$ cat src/rtl/iomem_gpio_bank_if.sv
// PicoSoC iomem bus bundle: the CPU side drives the request, the peripheral
// answers with a one-cycle ready pulse carrying the read data.
interface iomem_gpio_bank_if;
  logic        iomem_valid;
  logic        iomem_ready;
  logic [3:0]  iomem_wstrb;
  logic [31:0] iomem_addr;
  logic [31:0] iomem_wdata;
  logic [31:0] iomem_rdata;

  modport master (
    output iomem_valid,
    output iomem_wstrb,
    output iomem_addr,
    output iomem_wdata,
    input  iomem_ready,
    input  iomem_rdata
  );

  modport slave (
    input  iomem_valid,
    input  iomem_wstrb,
    input  iomem_addr,
    input  iomem_wdata,
    output iomem_ready,
    output iomem_rdata
  );
endinterface

$ cat src/rtl/iomem_gpio_bank.sv
// WIDTH-pin GPIO bank on the iomem bus: data/direction registers, atomic
// SET/CLR/TOG, synchronised inputs and edge interrupts with W1C status.
module iomem_gpio_bank #(
  parameter int               WIDTH       = 8,
  parameter logic [7:0]       BASE_ADDR   = 8'h03,
  parameter int               SYNC_STAGES = 2,
  parameter logic [WIDTH-1:0] RESET_OUT   = '0
) (
  input  logic                clk,
  input  logic                resetn,
  iomem_gpio_bank_if.slave    bus,
  input  logic [WIDTH-1:0]    gpio_in,
  output logic [WIDTH-1:0]    gpio_out,
  output logic [WIDTH-1:0]    gpio_oe,
  output logic                irq
);

  localparam logic [3:0] REG_DATA_OUT = 4'h0;
  localparam logic [3:0] REG_DATA_IN  = 4'h1;
  localparam logic [3:0] REG_DIR      = 4'h2;
  localparam logic [3:0] REG_SET      = 4'h3;
  localparam logic [3:0] REG_CLR      = 4'h4;
  localparam logic [3:0] REG_TOG      = 4'h5;
  localparam logic [3:0] REG_RISE_EN  = 4'h6;
  localparam logic [3:0] REG_FALL_EN  = 4'h7;
  localparam logic [3:0] REG_STATUS   = 4'h8;

  localparam logic [2:0] PRIME_DONE = 3'(SYNC_STAGES + 1);

  logic             ready_q, ready_d;
  logic [31:0]      rdata_q, rdata_d;
  logic [WIDTH-1:0] data_out_q, data_out_d;
  logic [WIDTH-1:0] dir_q, dir_d;
  logic [WIDTH-1:0] rise_en_q, rise_en_d;
  logic [WIDTH-1:0] fall_en_q, fall_en_d;
  logic [WIDTH-1:0] status_q, status_d;
  logic [WIDTH-1:0] prev_q, prev_d;
  logic [2:0]       prime_q, prime_d;
  logic [WIDTH-1:0] sync_q [SYNC_STAGES];
  logic [WIDTH-1:0] sync_d [SYNC_STAGES];

  logic             sel;
  logic             wr;
  logic [3:0]       reg_idx;
  logic [31:0]      lane_mask32;
  logic [WIDTH-1:0] wmask;
  logic [WIDTH-1:0] wbits;
  logic [WIDTH-1:0] data_in;
  logic             primed;
  logic [WIDTH-1:0] edges;
  logic [WIDTH-1:0] status_clr;
  logic [WIDTH-1:0] rd_val;
  logic             unused_bits;

  function automatic logic [WIDTH-1:0] merge(input logic [WIDTH-1:0] old,
                                             input logic [WIDTH-1:0] mask,
                                             input logic [WIDTH-1:0] bits);
    return (old & ~mask) | bits;
  endfunction

  // Decode the bus request; an access is taken only once, on the cycle ready is low.
  always_comb begin
    sel         = bus.iomem_valid && !ready_q && (bus.iomem_addr[31:24] == BASE_ADDR);
    reg_idx     = bus.iomem_addr[5:2];
    wr          = sel && (bus.iomem_wstrb != 4'b0000);
    lane_mask32 = {{8{bus.iomem_wstrb[3]}}, {8{bus.iomem_wstrb[2]}},
                   {8{bus.iomem_wstrb[1]}}, {8{bus.iomem_wstrb[0]}}};
    wmask       = lane_mask32[WIDTH-1:0];
    wbits       = bus.iomem_wdata[WIDTH-1:0] & wmask;
  end

  // Edge detection stays off until the synchroniser and prev have been refilled after reset.
  always_comb begin
    data_in = sync_q[SYNC_STAGES-1];
    primed  = (prime_q == PRIME_DONE);
    edges   = primed ? ((data_in & ~prev_q & rise_en_q) | (~data_in & prev_q & fall_en_q))
                     : '0;
  end

  always_comb begin
    rd_val = '0;
    case (reg_idx)
      REG_DATA_OUT: rd_val = data_out_q;
      REG_DATA_IN:  rd_val = data_in;
      REG_DIR:      rd_val = dir_q;
      REG_RISE_EN:  rd_val = rise_en_q;
      REG_FALL_EN:  rd_val = fall_en_q;
      REG_STATUS:   rd_val = status_q;
      default:      rd_val = '0;
    endcase
  end

  // Next-state: the read value above is pre-write, so a write returns the old contents.
  always_comb begin
    ready_d    = sel;
    rdata_d    = sel ? 32'(rd_val) : 32'h0;
    data_out_d = data_out_q;
    dir_d      = dir_q;
    rise_en_d  = rise_en_q;
    fall_en_d  = fall_en_q;
    status_clr = '0;
    prev_d     = data_in;
    prime_d    = primed ? prime_q : prime_q + 3'd1;
    sync_d[0]  = gpio_in;
    for (int i = 1; i < SYNC_STAGES; i++) begin
      sync_d[i] = sync_q[i-1];
    end
    if (wr) begin
      case (reg_idx)
        REG_DATA_OUT: data_out_d = merge(data_out_q, wmask, wbits);
        REG_DIR:      dir_d      = merge(dir_q, wmask, wbits);
        REG_SET:      data_out_d = data_out_q | wbits;
        REG_CLR:      data_out_d = data_out_q & ~wbits;
        REG_TOG:      data_out_d = data_out_q ^ wbits;
        REG_RISE_EN:  rise_en_d  = merge(rise_en_q, wmask, wbits);
        REG_FALL_EN:  fall_en_d  = merge(fall_en_q, wmask, wbits);
        REG_STATUS:   status_clr = wbits;
        default:      ;
      endcase
    end
    status_d = (status_q & ~status_clr) | edges;
  end

  always_ff @(posedge clk) begin
    if (!resetn) begin
      ready_q    <= 1'b0;
      rdata_q    <= '0;
      data_out_q <= RESET_OUT;
      dir_q      <= '0;
      rise_en_q  <= '0;
      fall_en_q  <= '0;
      status_q   <= '0;
      prev_q     <= '0;
      prime_q    <= '0;
      for (int i = 0; i < SYNC_STAGES; i++) begin
        sync_q[i] <= '0;
      end
    end else begin
      ready_q    <= ready_d;
      rdata_q    <= rdata_d;
      data_out_q <= data_out_d;
      dir_q      <= dir_d;
      rise_en_q  <= rise_en_d;
      fall_en_q  <= fall_en_d;
      status_q   <= status_d;
      prev_q     <= prev_d;
      prime_q    <= prime_d;
      for (int i = 0; i < SYNC_STAGES; i++) begin
        sync_q[i] <= sync_d[i];
      end
    end
  end

  assign bus.iomem_ready = ready_q;
  assign bus.iomem_rdata = rdata_q;
  assign gpio_out        = data_out_q;
  assign gpio_oe         = dir_q;
  assign irq             = |status_q;

  assign unused_bits = &{1'b0, bus.iomem_addr[23:6], bus.iomem_addr[1:0],
                         bus.iomem_wdata, lane_mask32};

endmodule

$ cat src/flat_wrapper.sv
// flat-port wrapper written by rule: the top's interface ports become plain ports
module iomem_gpio_bank_flat 
#(
  parameter int               WIDTH       = 8,
  parameter logic [7:0]       BASE_ADDR   = 8'h03,
  parameter int               SYNC_STAGES = 2,
  parameter logic [WIDTH-1:0] RESET_OUT   = '0
)
  (clk, resetn, gpio_in, gpio_out, gpio_oe, irq, bus_iomem_valid, bus_iomem_wstrb, bus_iomem_addr, bus_iomem_wdata, bus_iomem_ready, bus_iomem_rdata);
  iomem_gpio_bank_if bus_i ();
  input  logic clk;
  input  logic resetn;
  input  logic [WIDTH-1:0] gpio_in;
  output logic [WIDTH-1:0] gpio_out;
  output logic [WIDTH-1:0] gpio_oe;
  output logic irq;
  input wire logic [$bits(bus_i.iomem_valid)-1:0] bus_iomem_valid;
  input wire logic [$bits(bus_i.iomem_wstrb)-1:0] bus_iomem_wstrb;
  input wire logic [$bits(bus_i.iomem_addr)-1:0] bus_iomem_addr;
  input wire logic [$bits(bus_i.iomem_wdata)-1:0] bus_iomem_wdata;
  output wire logic [$bits(bus_i.iomem_ready)-1:0] bus_iomem_ready;
  output wire logic [$bits(bus_i.iomem_rdata)-1:0] bus_iomem_rdata;
  assign bus_i.iomem_valid = bus_iomem_valid;
  assign bus_i.iomem_wstrb = bus_iomem_wstrb;
  assign bus_i.iomem_addr = bus_iomem_addr;
  assign bus_i.iomem_wdata = bus_iomem_wdata;
  assign bus_iomem_ready = bus_i.iomem_ready;
  assign bus_iomem_rdata = bus_i.iomem_rdata;
  iomem_gpio_bank #(.WIDTH(WIDTH), .BASE_ADDR(BASE_ADDR), .SYNC_STAGES(SYNC_STAGES), .RESET_OUT(RESET_OUT)) u_core (.clk(clk), .resetn(resetn), .bus(bus_i), .gpio_in(gpio_in), .gpio_out(gpio_out), .gpio_oe(gpio_oe), .irq(irq));
endmodule
$ cat config.mk
export PLATFORM = sky130hd
export DESIGN_NAME = iomem_gpio_bank_flat
export DESIGN_NICKNAME = d
export VERILOG_FILES = /design/src/rtl/iomem_gpio_bank_if.sv /design/src/rtl/iomem_gpio_bank.sv /design/src/flat_wrapper.sv
export SDC_FILE = /design/constraint.sdc
export NUM_CORES = 1
export LEC_CHECK = 0
export BUFFER_PORTS_ARGS = -buffer_cell sky130_fd_sc_hd__clkbuf_2
export CAP_MARGIN = 0
export CORE_MARGIN = 5
export CORE_UTILIZATION = 35
export DETAILED_ROUTE_END_ITERATION = 6
export PLACE_DENSITY = 0.64
export SLEW_MARGIN = 20
export SYNTH_ARGS = -nofsm -noshare
export SYNTH_HDL_FRONTEND = slang
export SYNTH_SLANG_ARGS = --single-unit
$ cat constraint.sdc
create_clock -name clk -period 3 [get_ports clk]
set_input_delay 0.45 -clock clk [delete_from_list [all_inputs] [get_ports clk]]
set_output_delay 0.45 -clock clk [all_outputs]
set_load 0.03 [all_outputs]
==> flow_summary.toml <==
[detailed_routing]
wl_mm = 9.53
drt_pre_antenna_iters = 4
drcViolationCount = 0
wire_per_inst_um = 15.1
via_per_inst = 4.98
num_vias = 3150
drtAntennaViolNets = 0
drt_iter0_markers = 157

[timing]
hold_viol = 0
finalMaxSlewViolations = 0
tightest_slew_ns = 0.621
final.setup.tns_ns = 0
rsz0062_at_grt = "false"
fmax_mhz = 470
final.setup_skew_ns = 0.00837
period_share_pct = 70.9
setup_viol = 0
layout_min_cycle_time_ns = 2.13
relSlewSlack_pct = 58.6

[power_and_ir_drop]
power_leakage_nw = 1.90
ir_drop_mv = 0.238
p_per_area_nw_per_um2 = 496

[setup_path]
ff2ff_path_depth = 4
start_kind = "primary input"
reg2reg_slack_ns = 0.94
required_ns = 3.22
end_kind = "flop"
worst_ep_arrival_time_ns = 2.34
critPathKind = "in2reg"
worstPathMaxFanout = 9

[synth]
async_flop_share_pct = 0
synth.yosys.seq_area_share_pct = 39.4
synthSimpleGateAreaFrac_pct = 21.6
synth_top_family_by_area = "simple AND/OR/NAND/NOR gates"
yosysWarnings = 0
synth_seq_cells = 76
synth_compound_area_share_pct = 12.2
yosys.area_share.xor_xnor_pct = 0.454
syn_area_um2 = 3860
syn_avg_cell_area_um2 = 8.90
synth_area_leaders = "dfxtp_1, mux2i_1, nand2_1, and2_1, buf_4"
synthMuxAreaShare_pct = 12.7
synth_ff_type = "dfxtp_1"
synth_top_area_share_pct = 39.4
synth-edff-count = 0
synth_largest_area_cell = "dfxtp_1"
synthAdderAreaFrac_pct = 3.24
syn_inst = 434
ys_types = 43

[finish]
fillerInstances = 1092
layout_common_cells = "dfxtp_1, nand2_1, clkbuf_2"
post-route-util_pct = 40.6
n_antenna_cell = 0
multiInputGateArea_um2 = 2030
register_area_um2 = 1520
area_growth_pct = 14.0
drive_above_1_share_pct = 20.1
layout_commonest_cell = "dfxtp_1"
layout.nets = 576

[place]
gp_congestion = 0.869
dp_hpwl_mm = 7.00
portBuffers = 60

[hold_path]
hold_depth = 2
hold_path.class = "in2reg"

[clocking]
htreeDepth = 3
holdBufCountCts = 0
clk_path_buf_depth = 2
cts.reportedPaths.clkPinSlew_ns = 0.08
clk_latency_ns = 0.35
cts_tree = "done"
root_buffer = "clkbuf_8"
cts_sinks = 76
post_cts_buffers = 0
cts_resized = 0
cts_made_buffers = 9

[grt]
antenna_found_initial = 0
grt_pass1_vias = 3146
grt_usage_pct = 14.8
grt_pass1_wl_mm = 15.6
grt_overflow_total = 0
grt_max_degree = 42

[floorplanning]
die_y_um = 115
start_util_pct = 35.6
die_area_um2 = 13200
core_um2 = 10800
num_rows = 38
die_x_um = 115
io_pins = 129

[outcome]
outcome = "finished clean"

[job]
drv_cap = 0
cells in the mapped netlist, drive strengths merged (5+ instances only):
master   count
o21ai        9
a22oi        7
a21boi       8
ha          10
a2bb2oi      7
dfxtp       76
inv         18
nor3         8
o22ai        9
nand2       64
a31oi        8
mux2         8
nor2        27
nor2b       10
buf         32
o311ai       8
and2        34
o22a         6
mux2i       40
clkbuf      15
nor4         5
logic make-up after synthesis:
| family | count (synthesis) |
|---|---|
| AO/OA/AOI/OAI | 66 |
| buffers and inverters | 68 |
| AND/OR/NAND/NOR | 163 |
| XOR/XNOR | 2 |
| multiplexers | 48 |
| flip-flops | 76 |
| adder cells (fa/ha/maj) | 10 |
| other | 1 |
worst paths after layout:
check,from,to
max,bus_iomem_addr[27],u_core.gpio_out[0]$_SDFFE_PN0P_
min,gpio_in[5],u_core.sync_q[0][5]$_SDFF_PN0_
max reg2reg,u_core.bus.iomem_ready$_SDFF_PN0_,u_core.gpio_out[0]$_SDFFE_PN0P_
min reg2reg,u_core.sync_q[0][6]$_SDFF_PN0_,u_core.sync_q[0][14]$_SDFF_PN0_
worst max-delay path: stages:
cell      delay, ns
clkbuf_2       0.08
or4_4          0.56
or4b_4         0.60
or3_4          0.50
mux2i_1        0.15
stage by stage:
stage	area [um^2]	std cells	setup slack, ns	total power [W]	hold WS [ns]
after global routing	4400	632	0.853	0.00226	0.284
after detailed placement	4160	616	0.511	0.00127	0.422
after CTS	4400	632	0.884	0.00220	0.291
after global placement	4160	616	0.544	0.00126	0.416
final	4400	632	0.873	0.00218	0.305
after floorplan	3950	457	0.635	0.00124	0.412
routing by layer:
metal  global-route usage, %  routed length (um)  vias up
met1                    18.7                4210     1467
met4                    5.24                 166        0
met2                    24.0                4340      119
met5                       0                   0        -
li1                        -                   -     1551
met3                    4.47                 814       13
where the power goes:
group / total (W) / switching, W / internal (W)
clock network: 0.000934 / 0.000380 / 0.000554
logic: 0.000207 / 0.000138 / 0.0000695
registers: 0.00104 / 0.0000123 / 0.00103
total: 0.00218 / 0.000530 / 0.00165
final cells by class:
cell class,count,area share (%)
Tap cell,140,3.98
Inverter,18,1.53
Sequential cell,76,34.6
Multi-Input combinational cell,313,46.1
Clock buffer,10,2.90
Clock inverter,6,2.56
Timing Repair Buffer,69,8.35
(Power assumes the default switching activity.)
